[config.mk]
export PLATFORM = sky130hd
export DESIGN_NAME = if_fetch_stage
export DESIGN_NICKNAME = d
export VERILOG_FILES = /design/src/rtl/if_fetch_stage.sv
export SDC_FILE = /design/constraint.sdc
export NUM_CORES = 1
export LEC_CHECK = 0
export BUFFER_PORTS_ARGS = -buffer_cell sky130_fd_sc_hd__buf_2
export CAP_MARGIN = 20
export CORE_MARGIN = 10
export CORE_UTILIZATION = 55
export CTS_BUF_LIST = sky130_fd_sc_hd__clkbuf_16
export DETAILED_ROUTE_END_ITERATION = 10
export HOLD_SLACK_MARGIN = 0.05
export PLACE_DENSITY = 0.95
export SYNTH_ARGS = -nofsm -noshare
export SYNTH_HDL_FRONTEND = slang
export SYNTH_SLANG_ARGS = --single-unit
export TNS_END_PERCENT = 5
[constraint.sdc]
create_clock -name clk -period 4.6 [get_ports clk]
set_input_delay 0 -clock clk [delete_from_list [all_inputs] [get_ports clk]]
set_output_delay 0 -clock clk [all_outputs]
set_load 0.02 [all_outputs]
[src/rtl/if_fetch_stage.sv]
// Instruction-fetch stage: owns the PC, issues one I-cache request at a time,
// buffers the returned word and hands {inst, pc} to decode, cancelling wrong-path fetches.
module if_fetch_stage #(
  parameter logic [31:0] RESET_PC = 32'h0000_0000
) (
  input  logic        clk,
  input  logic        rst,
  input  logic        id_allowin,
  output logic        if_to_id_valid,
  output logic [63:0] if_to_id_bus,
  input  logic [33:0] bj_bus,
  output logic        inst_req_valid,
  input  logic        inst_req_ready,
  output logic [31:0] inst_addr,
  input  logic        inst_resp_valid,
  output logic        inst_resp_ready,
  input  logic [31:0] inst_rdata,
  output logic [31:0] perf_fetch_cnt,
  output logic [31:0] perf_cancel_cnt
);

  typedef enum logic [1:0] {
    S_IDLE,
    S_REQ,
    S_WAIT,
    S_HOLD
  } state_t;

  state_t      state_q, state_d;
  logic [31:0] pc_q, pc_d;
  logic [31:0] inst_buf_q, inst_buf_d;
  logic        drop_q, drop_d;
  logic [31:0] fetch_cnt_q, fetch_cnt_d;
  logic [31:0] cancel_cnt_q, cancel_cnt_d;
  logic        req_valid_q, resp_ready_q, hold_q;

  logic        redirect;
  logic [31:0] bj_pc;

  assign redirect = bj_bus[33] & bj_bus[32];
  assign bj_pc    = bj_bus[31:0];

  always_comb begin
    state_d      = state_q;
    pc_d         = pc_q;
    inst_buf_d   = inst_buf_q;
    drop_d       = drop_q;
    fetch_cnt_d  = fetch_cnt_q;
    cancel_cnt_d = cancel_cnt_q;
    case (state_q)
      S_IDLE: begin
        state_d = S_REQ;
        if (redirect) pc_d = bj_pc;
      end
      S_REQ: begin
        if (inst_req_ready) begin
          state_d = S_WAIT;
          // The old-PC request was accepted anyway; its response must be thrown away.
          if (redirect) begin
            drop_d = 1'b1;
            pc_d   = bj_pc;
          end
        end else if (redirect) begin
          pc_d = bj_pc;
        end
      end
      S_WAIT: begin
        if (inst_resp_valid) begin
          if (redirect || drop_q) begin
            cancel_cnt_d = cancel_cnt_q + 32'd1;
            drop_d       = 1'b0;
            state_d      = S_REQ;
            if (redirect) pc_d = bj_pc;
          end else begin
            inst_buf_d = inst_rdata;
            state_d    = S_HOLD;
          end
        end else if (redirect) begin
          drop_d = 1'b1;
          pc_d   = bj_pc;
        end
      end
      S_HOLD: begin
        if (redirect) begin
          cancel_cnt_d = cancel_cnt_q + 32'd1;
          pc_d         = bj_pc;
          state_d      = S_REQ;
        end else if (id_allowin) begin
          fetch_cnt_d = fetch_cnt_q + 32'd1;
          pc_d        = pc_q + 32'd4;
          state_d     = S_REQ;
        end
      end
      default: state_d = S_IDLE;
    endcase
  end

  always_ff @(posedge clk or negedge rst) begin
    if (!rst) begin
      state_q      <= S_IDLE;
      pc_q         <= RESET_PC;
      inst_buf_q   <= 32'h0;
      drop_q       <= 1'b0;
      fetch_cnt_q  <= 32'h0;
      cancel_cnt_q <= 32'h0;
      req_valid_q  <= 1'b0;
      resp_ready_q <= 1'b0;
      hold_q       <= 1'b0;
    end else begin
      state_q      <= state_d;
      pc_q         <= pc_d;
      inst_buf_q   <= inst_buf_d;
      drop_q       <= drop_d;
      fetch_cnt_q  <= fetch_cnt_d;
      cancel_cnt_q <= cancel_cnt_d;
      req_valid_q  <= (state_d == S_REQ);
      resp_ready_q <= (state_d == S_WAIT);
      hold_q       <= (state_d == S_HOLD);
    end
  end

  // Valid is masked by a same-cycle redirect so decode never latches a wrong-path word.
  assign if_to_id_valid  = hold_q & ~redirect;
  assign if_to_id_bus    = hold_q ? {inst_buf_q, pc_q} : 64'h0;
  assign inst_req_valid  = req_valid_q;
  assign inst_addr       = pc_q;
  assign inst_resp_ready = resp_ready_q;
  assign perf_fetch_cnt  = fetch_cnt_q;
  assign perf_cancel_cnt = cancel_cnt_q;

endmodule

After elaboration in Yosys (flattened, before gate mapping)
Index checks and enable logic that the tools add are counted.
Word-level totals
  bits in registers: 134
  bits in latches: 0
  RAM bits: 0
  bits in read-only memories: 0
  bits of input ports: 71
  output and inout port bits: 163
  logic and storage cells: 60
  memories kept: 0
Cells by class
  add/subtract/negate cells: 3
  multipliers: 0
  divide/modulo/power cells: 0
  magnitude comparators: 0
  equal/unequal tests: 12
  shifts and indexed selects: 0
  muxes and demuxes: 22
  bitwise logic cells: 4
  reductions and logical operators: 10
Operators with widths (count)
  32-bit two-way mux: 8
  32-bit case mux with 3 select lines: 1
  32-bit by 1-bit adder with 32-bit output (second input constant): 2
  64-bit two-way mux: 1
  32-bit case mux with 2 select lines: 1
  32-bit by 3-bit adder with 32-bit output (second input constant): 1
  2-bit two-way mux: 5
  3-bit AND reduction: 3
  2-bit == test (second input constant): 4
  2-bit != test (second input constant): 4
  2-bit case mux with 4 select lines: 1
  3-bit != test (second input constant): 2
  2-bit by 1-bit == test with 1-bit output (second input constant): 2
  1-bit two-way mux: 4
  4-bit AND reduction: 1
  2-bit nonzero test: 2
  1-bit bitwise AND: 2
  2-bit zero test: 1
  1-bit inverter: 2
  1-bit case mux with 2 select lines: 1
  2-bit AND reduction: 1
  2-bit OR reduction: 1
  1-bit logical OR: 1

Longest topological paths before layout
Gate-level depths: netlist (run 1).
  word-level depth: 6
  gate-level depth with buffers: 7
  gate-level depth less buffers: 5

Worst setup path before layout (run 1)
No wires, ideal clock.
  path kind: flip-flop to flip-flop
  start: register pc_q[18], in the netlist inst_addr[18]
  end: register pc_q[26], in the netlist inst_addr[26]
  setup time: 0.082 ns
  arrival time: 1.960 ns
  slack: 2.558 ns
  stages on the path, launching flop included: 6
  path buffers: 1
  clock period less this slack: 2.042 ns
  cells stage by stage: dfrtp_1 clkbuf_1 nand3_1 or4_1 or4_1 a31oi_1
On the way
  longest elaborated chain between the ends: 4
RTL lines
  from (decl): RTL line 30  | logic [31:0] pc_q, pc_d;
  from (signal assigned): RTL line 111  | pc_q <= pc_d;
  32-bit by 3-bit adder with 32-bit output: RTL line 90  | pc_d = pc_q + 32'd4;
  32-bit two-way mux: RTL line 88  | end else if (id_allowin) begin
  32-bit two-way mux: RTL line 84  | if (redirect) begin
  32-bit case mux with 3 select lines: RTL line 50  | case (state_q)
No other way between the ends. The select of a mux whose other input is x is not followed.
A chain may end at the register's enable or synchronous reset.

Worst setup path after layout (run 1)
  start: register state_q[0]
  end: register pc_q[26], in the netlist inst_addr[26]
On the way
  longest elaborated chain between the ends: 3
  elaborated cells between the ends (all ways): 9
  classes of those cells: eq/ne (5); mux (1); reduce/logical (3)
RTL lines
  from (decl): RTL line 29  | state_t state_q, state_d;
  from (signal assigned): RTL line 110  | state_q <= state_d;
  2-bit by 1-bit == test with 1-bit output (tied with other cells): RTL line 50
  2-bit OR reduction (no line) / 3-bit != test (equally long branches)
  32-bit case mux with 3 select lines / 2-bit AND reduction (equally long branches)
Several ways; a longest one is shown, not always the timed one.

==> qor.csv, run 1 <==
metric;value;unit
status;finished clean;
leakage;4.54;nW
overflow;0;
drv_cap;0;
synth_area_leaders;dfrtp_1, and2_1, xnor2_1;
cp-start-kind;flop;
place_congestion;0.921;
synth_area_per_cell;10.1;um2
timing_hold_violations_final;0;
slowest_stage;dfrtp_1;
drt_iter0_drc;734;
regToRegSetupSlack;2.12;ns
path_depth;4;
crit_buf_inv;0;
initial_core_util;56.4;%
die_area;17200;um2
critical_path_arrival;2.79;ns
clock-sinks;134;
crit_top_cell;or4_1;
area_growth;37.4;%
cts_htree_levels;4;
synth-main-ff-cell;dfrtp_1;
vias_per_cell;5.92;
clock_latency;0.42;ns
worstSetupPathType;flop to flop;
cp_cell_sequence;nand3_2 > or4_1 > or4_1 > a31oi_1;
synthArstFlopShare;100;%
ff_latch_area;3350;um2
dp_hpwl;14800;um
io_pins;234;
endpoint_kind;flop;
drive_gt1_share;31.5;%
grt_start_max_net_pins;57;
fin_nets;1032;
max_slew.worst_pin.slew;1.13;ns
synthDistinctLibCells;47;
fin_skew;0.00705;ns
setup_tns;0;ns
grt_pass1_wl;38000;um
fin_hold_ws;0.0728;ns
ff2ff_path_depth;4;
grt_pass1_vias;6757;
ys_seq_area_share;49.3;%
chipHeight;131;um
wl_per_cell;20.7;um
antenna_found_initial;1;
endpoint;inst_addr[26];
cpPeakStageDelay;0.81;ns
synth_edf_count;0;
min_from;bj_bus[14];
crit_fanout;23;
worstPathRequired;4.92;ns
reg2reg_from;state_q[0];
yosysTopAreaCellShare;49.3;%
grt_usage;26.8;%
rows;40;
yosys_register_bits;134;
syn_area;6800;um2
route.detailed.drc;0;
crit_path_start;state_q[0];
rsz0062_at_grt;false;
synth_top_cell_by_area;dfrtp_1;
syn_inst;671;
hp-class;primary input to flop;
yosysWarnings;0;
finalCritPeriodShare;53.8;%
core;12100;um2
pre_cts_slack;2.20;ns
vias;6726;
min_period;2.48;ns
cts_inserted_buffers;17;
power_density;514;nW/um2
root_buffer;clkbuf_16;
wl;23500;um
vdd_ir_drop_max;0.000380;V
cts_tree;yes;
fmax;0.404;GHz
dr.pass1.iters;6;
slew_headroom;24.6;%
clk_pin_slew;0.05;ns
multiInputGateArea;3240;um2
post_cts_resized;0;
ant_nets;0;
cts_buffer_depth;2;
setup_viol;0;
fillers;734;
slew_violations;0;
port_buffers;233;
die_width;131;um
worst_slack;2.12;ns
synth_nets;745;
timing.rr.end;inst_addr[26];
crit_family;simple AND/OR/NAND/NOR gates;
cell families after synthesis:
group,Yosys count,synth area share [%]
DFF,134,49.3
and+or+nand+nor,298,24.4
AOI/OAI and AO/OA,86,8.83
adders and majority gates,3,0.552
buffers and inverters,52,3.02
xor gates and xnor gates,63,8.11
muxes,35,5.78
Yosys cell counts, types with 2 or more instances:
master     number
inv_1          11
a311oi_1        2
nor2_1         29
a22oi_1         6
nand4_1        37
o21ai_0         5
xor2_1         16
xnor2_1        47
o31ai_1         9
a2111oi_2       2
or3_1           2
nand3_1        41
nor3_1         16
and3_1         12
and2_1         72
mux2_2         34
a21oi_1        20
or4_1          15
buf_2           8
o22ai_1         4
o21a_1          2
a31oi_1        13
o311ai_0        2
and4_1         14
dfrtp_1       134
nand2b_1        2
nor4_1          8
o211ai_1        3
ha_1            3
a211oi_1        2
buf_1           4
o22a_1          5
clkbuf_1       29
nand2_1        47
a2bb2oi_1       3
area by class of cell:
cell class	count	share of cell area (%)
diodes	1	0.0268
clock buffers	17	4.55
clock inverters	11	1.73
inverters	11	0.442
multi-input cells	485	34.7
flip-flops and latches	134	35.9
well taps	168	2.25
repair buffers	309	20.4
flip-flops by register name, summed over array words and instances (netlist names):
signal and count:
perf_fetch_cnt 32, inst_addr 32, inst_buf_q 32, inst_resp_ready 1, inst_req_valid 1, state_q 2, hold_q 1, drop_q 1
perf_cancel_cnt 32
timing repair:
item	in CTS	in global routing
endpoints found under the hold margin	109	0
endpoints found under the setup margin	0	0
hold buffers	68	0
buffers inserted	0	0
report_power, final:
part           switching [mW]  total, mW  internal, mW  leakage, nW
clock network           0.489       1.38         0.888        0.281
registers               0.377       1.85          1.47         1.70
logic                   0.957       1.58         0.624         2.56
worst min-delay path by stage:
stage | endpoint | slack (ns) | cells after the start
detailed placement | perf_fetch_cnt[29] | 0.02 | 1
global route | inst_addr[14] | 0.07 | 4
finish | inst_addr[14] | 0.07 | 4
CTS | inst_addr[14] | 0.06 | 4
floorplan | drop_q | -0.30 | 0
global placement | perf_fetch_cnt[25] | 0.02 | 1
tightest hold or removal path: stages:
cell and delay, ns:
buf_2 0.11, a21oi_1 0.14, a31oi_1 0.07, a2bb2oi_1 0.13
layer usage:
layer	global-route usage (%)	share of wire [%]	routed length [um]	up-vias
li1	-	-	-	2984
met4	10.9	3.3	769	0
met3	6.55	9.0	2130	77
met1	32.6	38	9050	3206
met2	44.4	49	11600	459
met5	0	0	0	-
per-stage QoR:
step	power [mW]	instances	area, um2	utilization [%]
after floorplan	2.74	671	6800	-
after global placement	3.25	1039	8080	67.0
after detailed placement	3.31	1039	8080	67.0
after CTS	4.74	1135	9350	77.5
after global routing	5.03	1136	9350	77.5
final	4.80	1136	9350	77.5
layout by cell type, fill, tap and decap left out, drive strengths merged, types with 4 or more instances in the layout:
cell type    instances
dlygate4sd3         68
buf                241
mux2                34
or4                 15
xor2                16
nand4               37
a31oi               13
nor3                16
and3                12
inv                 11
xnor2               47
nand3               42
dfrtp              134
and2                72
nor4                 8
nor2                29
o22ai                4
o22a                 5
a21oi               20
bufinv               4
nand2               47
o21ai                6
and4                14
a22oi                6
clkinv               5
o31ai                9
clkbuf              17
(Power assumes the default switching activity.)
==> run 2, diff against run 1 <==
Settings changed: ABC_AREA set to 1, CORE_UTILIZATION 55 to 48, PLACE_DENSITY 0.95 to 0.87.
Clock period 4.6 ns to 2.1 ns, I/O delays scaled along.
==> run 2 against run 1 <==
Effect of this change:
- setup slack worse by 1.9 ns
- first-iteration DRC count down 2.3%
- combinational power rose to 3.4 times the previous value
- sequential power up 140%
- clock skew grew 0.0019 ns
- global-route usage shrank 3.6 points
- synthesized cell count increased by 76%
- core utilization fell by 12 points
- clock power up 100%
- fmax rose by 35%
- cell area grew 17%
- critical path type unchanged
- largest cell class is now multi-input gates
==> qor.csv, run 2 <==
metric;value;unit
drive_gt1_share;22.7;%
status;finished clean;
initial_core_util;49.1;%
synth_edf_count;0;
muxShareOfSynthArea;4.41;%
io_pins;234;
place_congestion;0.945;
synthSimpleGateAreaFrac;37.0;%
area_growth;33.4;%
hp-class;primary input to async pin;
synth_top_family_by_area;simple AND/OR/NAND/NOR gates;
grt_usage;23.2;%
ant_nets;0;
ys_seq_area_share;41.0;%
core;16600;um2
postCtsSetupBuffers;0;
crit_path_start;perf_fetch_cnt[0];
cts_inserted_buffers;17;
drt_iter0_drc;717;
slew_violations;0;
crit_family;simple AND/OR/NAND/NOR gates;
mostFrequentLayoutCells;nand2_1, buf_2, inv_1;
yosysTopAreaCellShare;41.0;%
worst_slack;0.262;ns
slowest_stage;dfrtp_1;
clk_pin_slew;0.06;ns
syn_inst;1179;
port_buffers;233;
fin_skew;0.00893;ns
synth_nets;1253;
grt_start_max_net_pins;56;
pre_cts_slack;0.310;ns
min_period;1.84;ns
synth_commonest_cells;nand2_1, nor2_1, inv_1;
reg2reg_from;perf_fetch_cnt[0];
rsz0062_at_grt;false;
setup_viol;0;
path_depth;8;
layout_commonest_cell;nand2_1;
max_slew.worst_pin.slew;0.562;ns
dp_hpwl;19500;um
synth-xor-area-share;3.96;%
endpoint_kind;flop;
synth_most_common_cell;nand2_1;
crit_fanout;6;
ff2ff_path_depth;8;
fin_nets;1563;
setup_tns;0;ns
synth_area_per_cell;6.93;um2
cts_tree;yes;
power_density;1150;nW/um2
die_area;22700;um2
overflow;0;
synthDistinctLibCells;36;
vias;8700;
finalCritPeriodShare;87.5;%
drv_cap;0;
chipHeight;151;um
grt_pass1_wl;42500;um
cp-start-kind;flop;
timing_hold_violations_final;0;
cpPeakStageDelay;0.45;ns
worstSetupPathType;flop to flop;
wl_per_cell;15.5;um
vias_per_cell;5.05;
clock-sinks;134;
dr.pass1.iters;6;
syn_area;8180;um2
antenna_found_initial;1;
rows;47;
crit_top_cell;nand2_1;
yosys_register_bits;134;
root_buffer;clkbuf_16;
yosysWarnings;0;
synth_top_cell_by_area;dfrtp_1;
synth-main-ff-cell;dfrtp_1;
synth_area_leaders;dfrtp_1, nand2_1, nor2_1;
worstPathRequired;2.41;ns
leakage;5.97;nW
vdd_ir_drop_max;0.000686;V
critical_path_arrival;2.14;ns
clock_latency;0.42;ns
fmax;0.544;GHz
cts_htree_levels;4;
synth-adder-area-share;0.459;%
crit_buf_inv;1;
grt_pass1_vias;8463;
synth_compound_area_share;4.19;%
synthArstFlopShare;100;%
cts_buffer_depth;2;
route.detailed.drc;0;
cp_cell_sequence;ha_1 > inv_1 > nor2_1 > nand4_2 > nor2_1 > nand2_1 > nand2_1 > nand2_1;
slew_headroom;62.5;%
wl;26700;um
die_width;151;um
==> run 2: cell count changes after synthesis, sizes merged, moves of 26 or more <==
| cell | previous run | this run |
|---|---|---|
| and2 | 72 | 1 |
| inv | 11 | 156 |
| nand2 | 47 | 462 |
| nand4 | 37 | 11 |
| nor2 | 29 | 162 |
| o21ai | 6 | 42 |
| xnor2 | 47 | 19 |
==> run 2: cell type report <==
type                    instances  area [um2]
diodes                          1        2.50
clock buffers                  17         425
clock inverters                15         116
fillers                      1396        5740
inverters                     156         586
multi-input cells             862        4090
flip-flops and latches        134        3350
well taps                     220         275
repair buffers                318        2050
==> run 2: worst paths after layout <==
kind                                           end  slack (ns)
worst max-delay path            perf_fetch_cnt[20]        0.26
min in group clk                     inst_addr[11]        0.16
worst min register to register      inst_buf_q[13]        0.51
worst max register to register  perf_fetch_cnt[20]        0.26
max in group asynchronous                   hold_q        1.34
worst min-delay path                 inst_addr[23]        0.13
==> run 2: kinds of logic after synthesis <==
logic type               Yosys count
buffers and inverters            183
multiplexers                      32
AND/OR/NAND/NOR                  727
flip-flops                       134
AO/OA/AOI/OAI                     63
XOR/XNOR                          37
adder cells (fa/ha/maj)            3
==> run 2: repair_timing <==
item                                    CTS  global route
hold endpoints to repair                204             0
resized for setup                         0             0
endpoints found under the setup margin    0             0
hold buffers                             71             0
==> run 2: through the flow <==
stage,util [%],cells,hold slack (ns),power (mW),area (um2)
final,65.5,1723,0.132,12.5,10900
after detailed placement,58.0,1619,0.0212,9.55,9650
after global routing,65.5,1723,0.184,13.3,10900
after global placement,58.0,1619,0.0163,9.38,9650
after CTS,65.5,1722,0.145,12.5,10900
after floorplan,-,1179,-0.296,7.60,8180
==> run 2: metal layers <==
| layer | vias up | track usage (%) | routed length, um |
|---|---|---|---|
| met5 | - | 0 | 0 |
| met4 | 0 | 9.09 | 849 |
| met3 | 66 | 6.09 | 2410 |
| met2 | 402 | 39.0 | 12900 |
| met1 | 3979 | 27.6 | 10500 |
| li1 | 4253 | - | - |
==> run 2: power breakdown <==
group | leakage (nW) | internal (mW) | switching (mW)
Combinational | 3.99 | 1.88 | 3.46
Clock | 0.267 | 1.61 | 1.15
Sequential | 1.71 | 3.38 | 1.01
Total | 5.97 | 6.87 | 5.63
==> run 2: worst register-to-register path, delay by kind of cell (launching register included) <==
kind	cells	cell delay (ns)
buf+inv	1	0.08
fa+ha+maj	1	0.27
simple gates	6	0.94
flops	1	0.45
==> run 3, diff against run 2 <==
Settings changed: ABC_AREA 1 to not set, CORE_UTILIZATION 48 to 46, PLACE_DENSITY 0.87 to 0.86.
==> run 3 against run 2 <==
Effect of this change:
- sequential power fell by 13%
- routed wire length is 13% lower
- first-iteration DRC count decreased by 6.8%
- sequential cell count stayed put
- count of clock-buffer cells in the layout stayed put
- via count down 23%
- combinational power down 27%
- power shrank 13%
- final cell count is 31% lower
- clock skew is 0.0033 ns lower
- largest cell class is now registers
==> qor.csv, run 3 (synthesized netlist as in run 1, its figures left out) <==
metric;value;unit
crit_buf_inv;0;
die_width;142;um
crit_family;simple AND/OR/NAND/NOR gates;
dp_hpwl;15600;um
max_slew.worst_pin.slew;0.594;ns
worst_slack;0.0415;ns
cp-start-kind;flop;
fillers;1037;
status;finished clean;
finalCritPeriodShare;98.0;%
slew_headroom;60.1;%
grt_pass1_wl;37100;um
antenna_found_initial;1;
route.detailed.drc;0;
critical_path_arrival;2.37;ns
vdd_ir_drop_max;0.000698;V
cts_tree;yes;
io_pins;234;
pre_cts_slack;0.120;ns
vias_per_cell;5.67;
fin_util;66.7;%
crit_fanout;7;
hp-class;primary input to async pin;
setup_tns;0;ns
timing_hold_violations_final;0;
worstPathRequired;2.42;ns
layout_commonest_cell;buf_2;
area_growth;42.5;%
grt_start_max_net_pins;66;
clock_latency;0.42;ns
fin_nets;1062;
root_buffer;clkbuf_16;
clock-sinks;134;
die_area;20100;um2
fin_hold_ws;0.0983;ns
wl;23200;um
worstSetupPathType;flop to flop;
drt_iter0_drc;668;
core;14500;um2
rows;44;
rsz0062_at_grt;false;
endpoint_kind;flop;
chipHeight;142;um
slew_violations;0;
setup_viol;0;
fmax;0.486;GHz
initial_core_util;46.8;%
grt_pass1_vias;6772;
power_density;1120;nW/um2
cts_htree_levels;4;
ff_latch_area;3350;um2
cp_cell_sequence;and3_1 > nand4_1 > or4_1 > a31oi_1;
fin_total_pwr;10.8;mW
leakage;4.72;nW
fin_skew;0.00564;ns
wl_per_cell;19.5;um
vias;6720;
min_period;2.06;ns
cts_inserted_buffers;17;
cts_buffer_depth;2;
clk_pin_slew;0.06;ns
drive_gt1_share;34.3;%
cpPeakStageDelay;0.59;ns
slowest_stage;or4_1;
place_congestion;0.911;
drv_cap;0;
multiInputGateArea;3260;um2
port_buffers;233;
mostFrequentLayoutCells;buf_2, dfrtp_1, and2_1;
dr.pass1.iters;5;
ant_nets;0;
overflow;0;
grt_usage;22.8;%
run 3: cell count changes in the layout (fill, tap and decap cells not counted), sizes merged, moves of 16 or more:
cell    change
nand2     -415
inv       -145
nor2      -133
and2       +71
o21ai      -36
xnor2      +28
nand4      +26
buf        +23
nand3      -20
nand3b     -16
run 3: worst register-to-register path, delay by kind of cell, from the launching register on:
kind,cells,cell delay (ns)
DFF,1,0.41
and+or+nand+nor,3,1.31
AOI/OAI and AO/OA,1,0.24
run 3: what timing repair did:
item,CTS,global route
hold endpoints to repair,181,0
hold buffers,69,0
gates resized for setup,0,3
endpoints found under the setup margin,0,7
buffers inserted,0,2
run 3: where the power goes:
group / switching, mW / total [mW] / leakage (nW) / internal (mW)
sequential: 0.589 / 3.81 / 1.69 / 3.22
clock: 1.21 / 3.11 / 0.302 / 1.90
combinational: 2.32 / 3.91 / 2.73 / 1.59
total: 4.12 / 10.8 / 4.72 / 6.71
run 3: final timing paths:
path | from | end | slack (ns) | cells past startpoint
max in group asynchronous | rst | perf_cancel_cnt[17] | 1.25 | 3
min in group clk | bj_bus[32] | perf_fetch_cnt[6] | 0.17 | 5
max | inst_addr[9] | inst_addr[21] | 0.04 | 4
min reg2reg | perf_fetch_cnt[27] | perf_fetch_cnt[27] | 0.48 | 1
max reg2reg | inst_addr[9] | inst_addr[21] | 0.04 | 4
min | rst | perf_fetch_cnt[23] | 0.1 | 2
run 3: final cells by class:
cell class / count / area share (%)
clock buffers: 17 / 4.39
flip-flops and latches: 134 / 34.6
well taps: 184 / 2.37
multi-input cells: 485 / 33.6
diodes: 1 / 0.0258
clock inverters: 15 / 2.01
repair buffers: 339 / 22.6
inverters: 11 / 0.426
run 3: stage by stage:
step	cells	cell area, um2
after CTS	1183	9670
after global placement	1082	8350
after floorplan	671	6800
final	1186	9700
after detailed placement	1082	8350
after global routing	1186	9700
run 3: layer usage:
metal	track usage [%]	part of all wire, %	vias to the layer above
met2	36.7	49	366
met3	6.07	7.8	71
met5	0	0	-
met4	9.63	3.1	0
li1	-	-	3064
met1	28.1	40	3219
